$ cat src/rtl/ex_mem_pkg.sv
// Shared widths, MEM control encodings and payload layout for the EX->MEM elastic stage.
package ex_mem_pkg;

  localparam int XLEN   = 32;
  localparam int REG_AW = 5;
  localparam int F3_W   = 3;
  localparam int MEMC_W = 2;

  typedef enum logic [MEMC_W-1:0] {
    MEMC_NONE  = 2'd0,
    MEMC_LOAD  = 2'd1,
    MEMC_STORE = 2'd2
  } memctrl_e;

  // Field order here is the bit order of the flattened slot payload (alu in the MSBs).
  typedef struct packed {
    logic [XLEN-1:0]   alu;
    logic [XLEN-1:0]   rd2;
    logic [REG_AW-1:0] a3;
    logic [F3_W-1:0]   funct3;
    logic              regwrite;
    logic [MEMC_W-1:0] memctrl;
  } ex_mem_payload_t;

  function automatic int payload_w(int xlen, int aw, int f3, int mc);
    return 2 * xlen + aw + f3 + 1 + mc;
  endfunction

endpackage

$ cat src/rtl/ex_mem_elastic_stage_if.sv
// EX->MEM handshake bundle: upstream valid/ready + payload, downstream valid/ready + payload.
interface ex_mem_elastic_stage_if
  import ex_mem_pkg::*;
#(
  parameter int XLEN   = ex_mem_pkg::XLEN,
  parameter int REG_AW = ex_mem_pkg::REG_AW,
  parameter int F3_W   = ex_mem_pkg::F3_W,
  parameter int MEMC_W = ex_mem_pkg::MEMC_W
) ();
  logic              in_valid;
  logic              in_ready;
  logic [XLEN-1:0]   in_alu;
  logic [XLEN-1:0]   in_rd2;
  logic [REG_AW-1:0] in_a3;
  logic [F3_W-1:0]   in_funct3;
  logic              in_regwrite;
  logic [MEMC_W-1:0] in_memctrl;

  logic              out_valid;
  logic              out_ready;
  logic [XLEN-1:0]   out_alu;
  logic [XLEN-1:0]   out_rd2;
  logic [REG_AW-1:0] out_a3;
  logic [F3_W-1:0]   out_funct3;
  logic              out_regwrite;
  logic [MEMC_W-1:0] out_memctrl;

  // The pipeline stage itself.
  modport slave (
    input  in_valid, in_alu, in_rd2, in_a3, in_funct3, in_regwrite, in_memctrl, out_ready,
    output in_ready, out_valid, out_alu, out_rd2, out_a3, out_funct3, out_regwrite, out_memctrl
  );

  // EX producer and MEM consumer side.
  modport master (
    output in_valid, in_alu, in_rd2, in_a3, in_funct3, in_regwrite, in_memctrl, out_ready,
    input  in_ready, out_valid, out_alu, out_rd2, out_a3, out_funct3, out_regwrite, out_memctrl
  );
endinterface

$ cat src/rtl/ex_mem_slot.sv
// Payload holding register with load enable and asynchronous clear.
module ex_mem_slot
  import ex_mem_pkg::*;
#(
  parameter int W = ex_mem_pkg::payload_w(ex_mem_pkg::XLEN, ex_mem_pkg::REG_AW,
                                          ex_mem_pkg::F3_W, ex_mem_pkg::MEMC_W)
) (
  input  logic         clk,
  input  logic         rst,
  input  logic         ld,
  input  logic [W-1:0] d,
  output logic [W-1:0] q
);
  always_ff @(posedge clk or posedge rst) begin
    if (rst)     q <= '0;
    else if (ld) q <= d;
  end
endmodule

$ cat src/rtl/ex_mem_elastic_stage.sv
// EX->MEM pipeline stage: main slot plus 2nd skid slot, registered in_ready, flush squash.
// Optional saturating stall counter when EX_MEM_STALL_CNT_EN is defined.
module ex_mem_elastic_stage
  import ex_mem_pkg::*;
#(
  parameter int XLEN   = ex_mem_pkg::XLEN,
  parameter int REG_AW = ex_mem_pkg::REG_AW,
  parameter int F3_W   = ex_mem_pkg::F3_W,
  parameter int MEMC_W = ex_mem_pkg::MEMC_W,
  parameter int CNT_W  = 16
) (
  input  logic                   clk,
  input  logic                   rst,
  input  logic                   flush,
  ex_mem_elastic_stage_if.slave  bus
`ifdef EX_MEM_STALL_CNT_EN
  ,
  output logic [CNT_W-1:0]       stall_cnt
`endif
);
  localparam int PW = payload_w(XLEN, REG_AW, F3_W, MEMC_W);

  logic          out_vld, skid_vld;
  logic          in_fire, main_free, main_ld, skid_ld;
  logic          rw_q;
  logic [PW-1:0] in_pl, main_d, main_q, skid_q;

  // in_ready comes straight from a flop, so out_ready never reaches it combinationally.
  assign bus.in_ready = ~skid_vld;
  assign in_fire      = bus.in_valid & ~skid_vld;
  assign main_free    = ~out_vld | bus.out_ready;

  assign in_pl   = {bus.in_alu, bus.in_rd2, bus.in_a3, bus.in_funct3, bus.in_regwrite, bus.in_memctrl};
  // Skid always holds the older entry, so it wins the main slot over the input.
  assign main_d  = skid_vld ? skid_q : in_pl;
  assign main_ld = ~flush & main_free & (skid_vld | in_fire);
  assign skid_ld = ~flush & in_fire & out_vld & ~bus.out_ready;

  always_ff @(posedge clk or posedge rst) begin
    if (rst) begin
      out_vld  <= 1'b0;
      skid_vld <= 1'b0;
    end else if (flush) begin
      out_vld  <= 1'b0;
      skid_vld <= 1'b0;
    end else begin
      if (main_free) out_vld <= skid_vld | in_fire;
      if (skid_ld)        skid_vld <= 1'b1;
      else if (main_free) skid_vld <= 1'b0;
    end
  end

  ex_mem_slot #(.W(PW)) u_main (.clk(clk), .rst(rst), .ld(main_ld), .d(main_d), .q(main_q));
  ex_mem_slot #(.W(PW)) u_skid (.clk(clk), .rst(rst), .ld(skid_ld), .d(in_pl),  .q(skid_q));

  assign {bus.out_alu, bus.out_rd2, bus.out_a3, bus.out_funct3, rw_q, bus.out_memctrl} = main_q;
  assign bus.out_valid    = out_vld;
  // A bubble must never look like a register writer to hazard/forwarding logic.
  assign bus.out_regwrite = rw_q & out_vld;

`ifdef EX_MEM_STALL_CNT_EN
  // Only reset clears it; flush leaves the count intact.
  always_ff @(posedge clk or posedge rst) begin
    if (rst)
      stall_cnt <= '0;
    else if (out_vld & ~bus.out_ready & ~(&stall_cnt))
      stall_cnt <= stall_cnt + 1'b1;
  end
`endif

endmodule

$ cat src/flat_wrapper.sv
// flat-port wrapper written by rule: the top's interface ports become plain ports
module ex_mem_elastic_stage_flat import ex_mem_pkg::*;
#(
  parameter int XLEN   = ex_mem_pkg::XLEN,
  parameter int REG_AW = ex_mem_pkg::REG_AW,
  parameter int F3_W   = ex_mem_pkg::F3_W,
  parameter int MEMC_W = ex_mem_pkg::MEMC_W,
  parameter int CNT_W  = 16
)
  (clk, rst, flush, bus_in_valid, bus_in_alu, bus_in_rd2, bus_in_a3, bus_in_funct3, bus_in_regwrite, bus_in_memctrl, bus_out_ready, bus_in_ready, bus_out_valid, bus_out_alu, bus_out_rd2, bus_out_a3, bus_out_funct3, bus_out_regwrite, bus_out_memctrl);
  ex_mem_elastic_stage_if #(.XLEN(XLEN), .REG_AW(REG_AW), .F3_W(F3_W), .MEMC_W(MEMC_W)) bus_i ();
  input  logic clk;
  input  logic rst;
  input  logic flush;
  input wire logic [$bits(bus_i.in_valid)-1:0] bus_in_valid;
  input wire logic [$bits(bus_i.in_alu)-1:0] bus_in_alu;
  input wire logic [$bits(bus_i.in_rd2)-1:0] bus_in_rd2;
  input wire logic [$bits(bus_i.in_a3)-1:0] bus_in_a3;
  input wire logic [$bits(bus_i.in_funct3)-1:0] bus_in_funct3;
  input wire logic [$bits(bus_i.in_regwrite)-1:0] bus_in_regwrite;
  input wire logic [$bits(bus_i.in_memctrl)-1:0] bus_in_memctrl;
  input wire logic [$bits(bus_i.out_ready)-1:0] bus_out_ready;
  output wire logic [$bits(bus_i.in_ready)-1:0] bus_in_ready;
  output wire logic [$bits(bus_i.out_valid)-1:0] bus_out_valid;
  output wire logic [$bits(bus_i.out_alu)-1:0] bus_out_alu;
  output wire logic [$bits(bus_i.out_rd2)-1:0] bus_out_rd2;
  output wire logic [$bits(bus_i.out_a3)-1:0] bus_out_a3;
  output wire logic [$bits(bus_i.out_funct3)-1:0] bus_out_funct3;
  output wire logic [$bits(bus_i.out_regwrite)-1:0] bus_out_regwrite;
  output wire logic [$bits(bus_i.out_memctrl)-1:0] bus_out_memctrl;
  assign bus_i.in_valid = bus_in_valid;
  assign bus_i.in_alu = bus_in_alu;
  assign bus_i.in_rd2 = bus_in_rd2;
  assign bus_i.in_a3 = bus_in_a3;
  assign bus_i.in_funct3 = bus_in_funct3;
  assign bus_i.in_regwrite = bus_in_regwrite;
  assign bus_i.in_memctrl = bus_in_memctrl;
  assign bus_i.out_ready = bus_out_ready;
  assign bus_in_ready = bus_i.in_ready;
  assign bus_out_valid = bus_i.out_valid;
  assign bus_out_alu = bus_i.out_alu;
  assign bus_out_rd2 = bus_i.out_rd2;
  assign bus_out_a3 = bus_i.out_a3;
  assign bus_out_funct3 = bus_i.out_funct3;
  assign bus_out_regwrite = bus_i.out_regwrite;
  assign bus_out_memctrl = bus_i.out_memctrl;
  ex_mem_elastic_stage #(.XLEN(XLEN), .REG_AW(REG_AW), .F3_W(F3_W), .MEMC_W(MEMC_W), .CNT_W(CNT_W)) u_core (.clk(clk), .rst(rst), .flush(flush), .bus(bus_i));
endmodule
$ cat config.mk
export PLATFORM = sky130hd
export DESIGN_NAME = ex_mem_elastic_stage_flat
export DESIGN_NICKNAME = d
export VERILOG_FILES = /design/src/rtl/ex_mem_pkg.sv /design/src/rtl/ex_mem_elastic_stage_if.sv /design/src/rtl/ex_mem_slot.sv /design/src/rtl/ex_mem_elastic_stage.sv /design/src/flat_wrapper.sv
export SDC_FILE = /design/constraint.sdc
export NUM_CORES = 1
export LEC_CHECK = 0
export CAP_MARGIN = 20
export CORE_ASPECT_RATIO = 0.6
export CORE_MARGIN = 4
export CORE_UTILIZATION = 30
export CTS_CLUSTER_DIAMETER = 80
export CTS_CLUSTER_SIZE = 28
export DETAILED_ROUTE_END_ITERATION = 12
export SYNTH_ARGS = -nofsm -noshare
export SYNTH_HDL_FRONTEND = slang
export SYNTH_HIERARCHICAL = 1
export SYNTH_SLANG_ARGS = --single-unit
$ cat constraint.sdc
create_clock -name clk -period 3.33 [get_ports clk]
set_clock_uncertainty 0.1 [all_clocks]
set_input_delay 0.8325 -clock clk [delete_from_list [all_inputs] [get_ports clk]]
set_output_delay 0.8325 -clock clk [all_outputs]
set_load 0.05 [all_outputs]
==> metrics.md <==
| Metric | Value |
|---|---|
| Final Hold Viols | 0 |
| Die Y | 127 um |
| Vias per Instance | 4.35 |
| Core footprint | roughly 0.023 mm2 |
| GR Util All Layers | 0.126 |
| CP endpoint | bus_in_ready |
| Required time of the critical path | ~2.4 ns |
| Commonest non-fill, non-tap cell in the layout | clkdlybuf4s50_1 |
| Most frequent cells in the layout | clkdlybuf4s50_1 (156), dfrtp_1 (151), mux2_4 (117), mux2_2 (108), clkbuf_16 (17) |
| Die area | 0.0262 mm2 |
| Hold crit path type | flip-flop to flip-flop |
| Worst R2R Path Depth | 4 |
| Vias in the first global route | 4,573 |
| Met2 Track Usage GR | 0.198 |
| Status | completed |
| H-tree levels | 4 |
| Worst r2r src | u_core/skid_vld$_DFFE_PP0P_ |
| Slew Limit Headroom | 0.572 |
| MaxCap Viol Count | 0 |
| First-pass GRT wire length | around 26 mm |
| Ant. Diodes | 0 |
| Synth cell types | 13 |
| Pin count of the biggest net entering global routing | between 70 and 80 |
| Dpl ws | 0.407 ns |
| Worst-path clk slew | 0.06 ns |
| CP startpoint kind | flip-flop |
| Critical R2R Capture | u_core/u_main/q[43]$_DFFE_PP0P_ |
| Ys Warns | 6 |
| Syn Inst Count | 414 |
| Min Tclk post-route | 2.77 ns |
| Clock sink count | 152 |
| Met3 Use GR | 0.0457 |
| Seq/Total Area, Yosys | 0.538 |
| Slew Viols, Final | 0 |
| GRT Max-Usage Layer | met2 |
| Antenna-violating nets left | 0 |
| RSZ-0062 raised after global routing | false |
| Worst vdd ir | 0.313 mV |
| DRT Pass-1 Iters | 4 |
| Placed cells | between 800 and 900 |
| PwrDens | 645 mW/mm2 |
| CP Class | flip-flop to primary output |
| Io pins | 157 |
| Nets | 652 |
| Hold WS | 0.404 ns |
| Fmax | roughly 360 MHz |
| Synth Register Bits | 152 |
| GPL Wtd Cong | 0.733 |
| Drt drc | 0 |
| Critical path peak fanout | 4 |
| Total Wirelength | 15.7 mm |
| # rows | 43 |
| CTS buffer count | 17 |
| Post-CTS Hold Buffers | 0 |
| Reg area | between 0.003 and 0.004 mm2 |
| Fin Setup TNS | 0 ns |
| Crit end category | primary output |
| Die Span X | 206 um |
| Post-Synthesis Cell Area | 0.00707 mm2 |
| Worst Max-Slew Pin Slew | about 0.64 ns |
| Area Growth Syn to Fin | 34.5% |
| Initial antenna violation count | 1 |
| Via Count | 3,911 |
| Met1 Usage GRT | 0.166 |
| Multi-input logic area | 0.00304 mm2 |
| Mean Syn Cell Area | 17.1 um2 |
| Setup violations, final | 0 |
| Layout Cells excl Fill | 900 |
| Mapped Nets | 494 |
| Fillers | about 2.1k |
| Worst Path Arrival | 1.84 ns |
| Total global routing overflow | 0 |
| Clk buf depth | 2 |
| Worst Slack Setup Final | 0.557 ns |
| Worst-Skew Late Latency | around 0.42 ns |
| CTS tree | done |
| Share of cells above drive strength 1 | 0.455 |
| Fin area | 0.00951 mm2 |
| Initial Util | 0.306 |
| Post-CTS sizing | 0 |
| Routed len/inst | 17.4 um |
| Post-CTS setup buffers | 0 |
| Leakage | 4.03 nW |
| DR iter-0 viols | 130 |
| Critical path origin | u_core/skid_vld$_DFFE_PP0P_ |
| Final HPWL DP | a little over 10 mm |
| R2r setup slk | approximately 1.2 ns |
| Fin crit share | 0.833 |
| CTS Root Cell | clkbuf_16 |
| IO buf count | 156 |
| Placed inst area | between 0.008 and 0.009 mm2 |
==> cell usage after synthesis, drive strengths merged <==
cell type  instances  share of area
nor4b              1         0.0021
inv                4         0.0021
dfrtp            152           0.54
mux2             225           0.42
nor3               2         0.0014
nand2b             1        0.00089
nor2b              1        0.00089
buf               25          0.032
a21oi              1        0.00071
nor2               1        0.00053
and2               1        0.00089
==> critical path, cell delays in order (launching register included) <==
cell	delay [ns]
dfrtp_4	0.51
inv_1	0.06
clkdlybuf4s50_1	0.85
==> stage by stage <==
stage	utilization	total power [mW]
after floorplan	-	3.74
after global placement	0.387	4.33
after detailed placement	0.387	4.37
after CTS	0.410	6.24
after global routing	0.411	6.44
final	0.411	6.14
==> report_power, final <==
group | switching [mW] | internal, mW
clock network | 0.747 | 1.06
registers | 0.231 | 2.26
logic | 0.942 | 0.902
total | 1.92 | 4.22
==> per-layer routing <==
metal	vias up	wire, um
li1	1795	-
met1	2018	7500
met2	84	7200
met3	12	832
met4	2	136
met5	-	12
==> kinds of logic (layout without fill, tap and decap cells) <==
group                  after synthesis  count (layout)  synth area share
AO/OA/AOI/OAI                        1               1          0.000707
multiplexers                       225             225             0.421
flip-flops                         152             152             0.538
AND/OR/NAND/NOR                      7               7           0.00673
buffers and inverters               29             200            0.0340
==> worst min-delay path by stage <==
stage                                               start  slack (ns)                               to  cells past startpoint
after global routing      u_core/u_skid/q[23]$_DFFE_PP0P_        0.41  u_core/u_skid/q[23]$_DFFE_PP0P_                      1
after detailed placement  u_core/u_skid/q[47]$_DFFE_PP0P_        0.39  u_core/u_skid/q[47]$_DFFE_PP0P_                      1
after floorplan            u_core/u_main/q[2]$_DFFE_PP0P_        0.37   u_core/u_main/q[2]$_DFFE_PP0P_                      1
after CTS                 u_core/u_skid/q[23]$_DFFE_PP0P_        0.41  u_core/u_skid/q[23]$_DFFE_PP0P_                      1
after global placement    u_core/u_skid/q[17]$_DFFE_PP0P_        0.39  u_core/u_skid/q[17]$_DFFE_PP0P_                      1
final                     u_core/u_skid/q[23]$_DFFE_PP0P_        0.40  u_core/u_skid/q[23]$_DFFE_PP0P_                      1
==> sequential cells by signal, summed over array words and instances (netlist names) <==
| register | count |
|---|---|
| u_core/u_main/q | 75 |
| u_core/u_skid/q | 75 |
| u_core/bus.out_valid | 1 |
| u_core/skid_vld | 1 |
==> final cells by class <==
cell class                 instances  share of cell area
sequential                       152               0.400
multi-input combinational        233               0.320
timing repair buffer             164               0.180
clock buffer                      23              0.0492
tap                              315              0.0414
clock inverter                     9             0.00789
inverter                           4             0.00184
Power figures use the tool's default switching activity.
